### src/rtl/fpu_pkg.sv
// Shared FPU front-end types: operand widths, alignment FSM states and the
// unpacked single-precision operand.
package fpu_pkg;

    localparam int MANT_W      = 24;
    localparam int EXP_W       = 8;
    localparam int SHIFT_FLUSH = 24;

    typedef enum logic [1:0] {IDLE, CMP, SHIFT, HOLD} state_t;

    typedef struct packed {
        logic              sign;
        logic [EXP_W-1:0]  eff_exp;
        logic [MANT_W-1:0] mant;
    } operand_t;

    // Denormals take effective exponent 1 and no hidden bit.
    function automatic operand_t unpack_op(input logic [31:0] x);
        operand_t o;
        o.sign    = x[31];
        o.eff_exp = (x[30:23] == 8'd0) ? 8'd1 : x[30:23];
        o.mant    = {(x[30:23] != 8'd0), x[22:0]};
        return o;
    endfunction

endpackage

### src/rtl/shifter.sv
// Mantissa right shifter; BY is two's complement and shifts by its magnitude.
module shifter
    import fpu_pkg::*;
(
    input  logic [MANT_W-1:0] IN,
    input  logic [7:0]        BY,
    output logic [MANT_W-1:0] OUT
);

    logic [7:0] mag;

    assign mag = BY[7] ? (~BY + 8'd1) : BY;
    assign OUT = IN >> mag;

endmodule

### src/rtl/fpu_align_ctrl.sv
// Operand alignment sequencer: capture, compare/swap, shift+sticky, then hold
// the aligned pair until the add/normalize stage accepts it.
module fpu_align_ctrl
    import fpu_pkg::*;
(
    input  logic              CLK,
    input  logic              RST,
    input  logic              IN_VALID,
    output logic              IN_READY,
    input  logic [31:0]       A,
    input  logic [31:0]       B,
    output logic              OUT_VALID,
    input  logic              OUT_READY,
    output logic [EXP_W-1:0]  EXP_OUT,
    output logic [MANT_W-1:0] MANT_BIG,
    output logic [MANT_W-1:0] MANT_SMALL,
    output logic              STICKY,
    output logic              SIGN_BIG,
    output logic              SIGN_SMALL,
    output logic              SWAPPED,
    output logic              SPECIAL
);

    state_t state, state_n;

    logic [31:0]       a_q, b_q;
    logic [8:0]        d_q;
    logic [MANT_W-1:0] small_q;
    logic [EXP_W-1:0]  exp_big_q;

    operand_t          op_a, op_b;
    logic [8:0]        d;
    logic              a_big;
    logic [8:0]        abs_d;
    logic              flush;
    logic [MANT_W-1:0] mask;
    logic [MANT_W-1:0] shifted;
    logic              sticky_n;

    always_ff @(posedge CLK) begin
        if (RST) state <= IDLE;
        else     state <= state_n;
    end

    always_comb begin
        state_n   = state;
        IN_READY  = 1'b0;
        OUT_VALID = 1'b0;
        case (state)
            IDLE: begin
                IN_READY = !RST;
                if (IN_VALID) state_n = CMP;
            end
            CMP:   state_n = SHIFT;
            SHIFT: state_n = HOLD;
            HOLD: begin
                OUT_VALID = 1'b1;
                if (OUT_READY) state_n = IDLE;
            end
            default: state_n = IDLE;
        endcase
    end

    assign op_a  = unpack_op(a_q);
    assign op_b  = unpack_op(b_q);
    assign d     = {1'b0, op_a.eff_exp} - {1'b0, op_b.eff_exp};
    assign a_big = ($signed(d) > 9'sd0) || ((d == 9'd0) && (op_a.mant >= op_b.mant));

    // Flush covers exponent gaps the mantissa cannot represent, including
    // the >127 gaps that would alias in the 8-bit BY field.
    assign abs_d    = d_q[8] ? (~d_q + 9'd1) : d_q;
    assign flush    = abs_d >= 9'(SHIFT_FLUSH);
    assign mask     = (MANT_W'(1) << abs_d) - MANT_W'(1);
    assign sticky_n = flush ? |small_q : |(small_q & mask);

    shifter u_shifter (
        .IN  (small_q),
        .BY  (d_q[7:0]),
        .OUT (shifted)
    );

    always_ff @(posedge CLK) begin
        if (RST) begin
            a_q        <= '0;
            b_q        <= '0;
            d_q        <= '0;
            small_q    <= '0;
            exp_big_q  <= '0;
            EXP_OUT    <= '0;
            MANT_BIG   <= '0;
            MANT_SMALL <= '0;
            STICKY     <= 1'b0;
            SIGN_BIG   <= 1'b0;
            SIGN_SMALL <= 1'b0;
            SWAPPED    <= 1'b0;
            SPECIAL    <= 1'b0;
        end else begin
            case (state)
                IDLE: if (IN_VALID) begin
                    a_q <= A;
                    b_q <= B;
                end
                CMP: begin
                    d_q        <= d;
                    SWAPPED    <= !a_big;
                    MANT_BIG   <= a_big ? op_a.mant : op_b.mant;
                    small_q    <= a_big ? op_b.mant : op_a.mant;
                    SIGN_BIG   <= a_big ? op_a.sign : op_b.sign;
                    SIGN_SMALL <= a_big ? op_b.sign : op_a.sign;
                    exp_big_q  <= a_big ? op_a.eff_exp : op_b.eff_exp;
                    SPECIAL    <= (a_q[30:23] == 8'hFF) || (b_q[30:23] == 8'hFF);
                end
                SHIFT: begin
                    MANT_SMALL <= flush ? '0 : shifted;
                    STICKY     <= sticky_n;
                    EXP_OUT    <= exp_big_q;
                end
                default: ;
            endcase
        end
    end

endmodule
### config.mk
export PLATFORM = sky130hd
export DESIGN_NAME = fpu_align_ctrl
export DESIGN_NICKNAME = d
export VERILOG_FILES = /design/src/rtl/fpu_pkg.sv /design/src/rtl/shifter.sv /design/src/rtl/fpu_align_ctrl.sv
export SDC_FILE = /design/constraint.sdc
export NUM_CORES = 1
export LEC_CHECK = 0
export ABC_AREA = 0
export CAP_MARGIN = 40
export CORE_MARGIN = 3
export CORE_UTILIZATION = 25
export DETAILED_ROUTE_END_ITERATION = 8
export PLACE_DENSITY_LB_ADDON = 0.15
export SLEW_MARGIN = 5
export SYNTH_ARGS = -nofsm -noshare
export SYNTH_HDL_FRONTEND = slang
export SYNTH_SLANG_ARGS = --single-unit
### constraint.sdc
create_clock -name CLK -period 5.1 [get_ports CLK]
set_clock_uncertainty 0.2 [all_clocks]
set_input_delay 0.765 -clock CLK [delete_from_list [all_inputs] [get_ports CLK]]
set_output_delay 0.765 -clock CLK [all_outputs]
set_load 0.05 [all_outputs]
==> metrics.cfg <==
[outcome]
outcome = finished clean

[place]
dpl.cell_count = 1721
place_hpwl_um = 21900
port_buffers = 130
gp_congestion = 0.856
pre_cts_ws_ns = 0.652

[cts]
ctsResizeCount = 0
cts_root_buffer = clkbuf_16
post_cts_buffers = 0
h-tree-depth = 4
cts_buffers = 17
path_clk_slew_ns = 0.07
clock_path_buffers = 2
cts_hold_buf = 0
cts_sinks = 168
clk_latency_ns = 0.45
cts_tree = done

[hold_path]
hp-class = flip-flop to flip-flop
min_from = MANT_SMALL[10]
hold_depth = 2
hold_path_end = MANT_SMALL[10]

[sta]
finalWorstSetupSlack_ns = 0.575
hold_viol_final = 0
finalSetupTns_ns = 0
setup_violations = 0
finalMaxSlewViolations = 0
relSlewSlack_pct = 41.2
fmax_mhz = 221
rsz0062_at_grt = false
finalCritPeriodShare_pct = 88.7
period_needed_ns = 4.53
tightest_slew_ns = 0.865

[synthesis]
synth_area_mm2 = 0.00961
synth_cell_types = 74
synth_area_leader_cell = dfxtp_1
syn_avg_cell_area_um2 = 8.35
ys_top_cells_by_area = dfxtp_1, mux2i_1, nand2_1, ha_1, a211oi_1
syn-num-nets = 1260
synth.yosys.warnings = 0
synth_top_area_share_pct = 35.0
async_flop_share_pct = 0
synth.cells.most_frequent = nand2_1, dfxtp_1, nor2_1
synth_seq_area_share_pct = 35.0
ys.flop_type = dfxtp_1
yosys_register_bits = 168
synth.most_common_cell = nand2_1
synth_edf_count = 0
synthCells = 1151

[power]
power_density_mw_per_mm2 = 708
power.leakage_uw = 0.00436
peakVddDrop_mv = 0.280
p_total_uw = 8450

[grt]
grt_max_degree = 68
overflow = 0
antenna_found_initial = 0
grt_usage_pct = 14.7
grt_pass1_wl_um = 48100
grt_pass1_vias = 8334

[cells_and_area]
area_growth_pct = 24.2
register_area_mm2 = 0.00336
fillers = 4013
multiInputGateArea_mm2 = 0.00567
fin_cells = 1753
drive_gt1_share_pct = 8.78
fin_nets = 1338
diodes = 0

[floorplanning]
fp.dieW_um = 202
dieArea_mm2 = 0.0408
die_h_um = 202
io_pins = 131
coreArea_mm2 = 0.0378
num_rows = 71
initial_core_util_pct = 25.4

[detailed_routing]
routedWlPerCell_um = 17.0
antenna_left = 0
dr.pass1.iters = 4
wl_um = 29700
drt_iter0_markers = 467
via_per_inst = 4.79
drc = 0
num_vias = 8395

[setup_path]
r2r_slack_ns = 0.57
r2r-end = STICKY
start_kind = flip-flop
rr_worst_depth = 17
crit_type = flip-flop to flip-flop
arrival_ns = 4.70
path_cells = or3_1 -> or3_1 -> nor3_1 -> ha_1 -> nand4b_1 -> nor4_2 -> or3_4 -> nand3_4 -> or3_1 -> ha_1 -> nor2_1 -> inv_1 -> or3_1 -> a21oi_1 -> o32a_1 -> a221oi_1 -> a31oi_1
r2r-start = d_q[2]
crit_start = d_q[2]
slowest_delay_ns = 0.47
crit_top_cell = or3_1
cp_slowest_cell = dfxtp_1
cp_max_fo = 14
endpoint_kind = flip-flop
cp_data_required_time_ns = 5.27

[job]
maxCapViolCount = 0

## cells in the final DEF (no fill, tap or decap), types with 4 or more instances in the layout
cell type        count
nand2_1            174
dfxtp_1            167
clkdlybuf4s50_1    129
nor2_1             120
mux2i_1             91
a21oi_1             85
a211oi_1            63
inv_1               54
ha_1                39
o21ai_0             26
buf_4               20
clkbuf_16           17
nor4_1              15
mux4_2              15
xnor2_1             14
nand4_1             13
nand3_1             11
nor3_1              11
a21o_1               9
a32oi_1              9
o211ai_1             9
a22oi_1              8
nand2b_1             7
nor2b_1              7
a22o_1               7
a221oi_1             7
xor2_1               6
o21a_1               6
or3_1                5
or2_2                5
mux2_2               5
and2_1               5
o32ai_1              5
inv_8                5
and3_1               4
o31ai_1              4
inv_6                4
## where the power goes
part	total, uW	switching, uW	internal (uW)
registers	2160	504	1660
logic	5010	3010	2000
clock network	1280	618	658
## metal layers
layer / global-route usage [%] / vias to the layer above / part of all wire (%)
met5: 0 / - / 0
met4: 4.44 / 0 / 1.7
met3: 2.45 / 25 / 4.2
met2: 21.7 / 181 / 43
met1: 22.0 / 3938 / 51
li1: - / 4251 / -
## final cells by class
type	instances	area share (%)
clock inverters	14	1.07
clock buffers	18	3.68
inverters	55	1.73
well taps	511	5.36
multi-input cells	836	47.5
flip-flops and latches	168	28.2
repair buffers	151	12.4
## registers in the layout, summed over array words and instances (netlist names), 8 cells and up
signal / flops
EXP_OUT: 8
MANT_BIG: 24
MANT_SMALL: 24
a_q: 32
b_q: 32
d_q: 9
exp_big_q: 8
small_q: 24
## per-stage QoR
step                      cell area [um^2]  hold WS, ns  util [%]
after floorplan                       9610        0.248         -
after global placement               11300        0.251      30.0
after detailed placement             11400        0.256      30.1
after CTS                            11900        0.266      31.6
after global routing                 11900        0.295      31.6
final                                11900        0.262      31.6
## kinds of logic (layout without fill, tap and decap cells)
logic type | Yosys count | in the layout | synth area share, %
simple gates | 394 | 394 | 18.5
compound gates | 267 | 267 | 19.0
flops | 168 | 168 | 35.0
buf+inv | 147 | 238 | 6.34
mux | 112 | 112 | 13.7
fa+ha+maj | 41 | 41 | 5.42
xor+xnor | 22 | 22 | 2.08
## worst max-delay path, delay by kind of cell (launching register included)
family	cells	cell delay (ns)
AND/OR/NAND/NOR	10	2.51
buffers and inverters	1	0.09
flip-flops	1	0.47
AO/OA/AOI/OAI	4	0.62
adder cells (fa/ha/maj)	2	0.57
## how the worst max path moves through the flow
| stage | endpoint | slack, ns | cells past startpoint |
|---|---|---|---|
| finish | STICKY | 0.57 | 17 |
| detailed placement | STICKY | 0.65 | 17 |
| floorplan | STICKY | 1.06 | 18 |
| CTS | STICKY | 0.63 | 17 |
| global placement | STICKY | 0.74 | 17 |
| global route | STICKY | 0.29 | 17 |
Note: power is estimated with default switching activity, not from simulation.
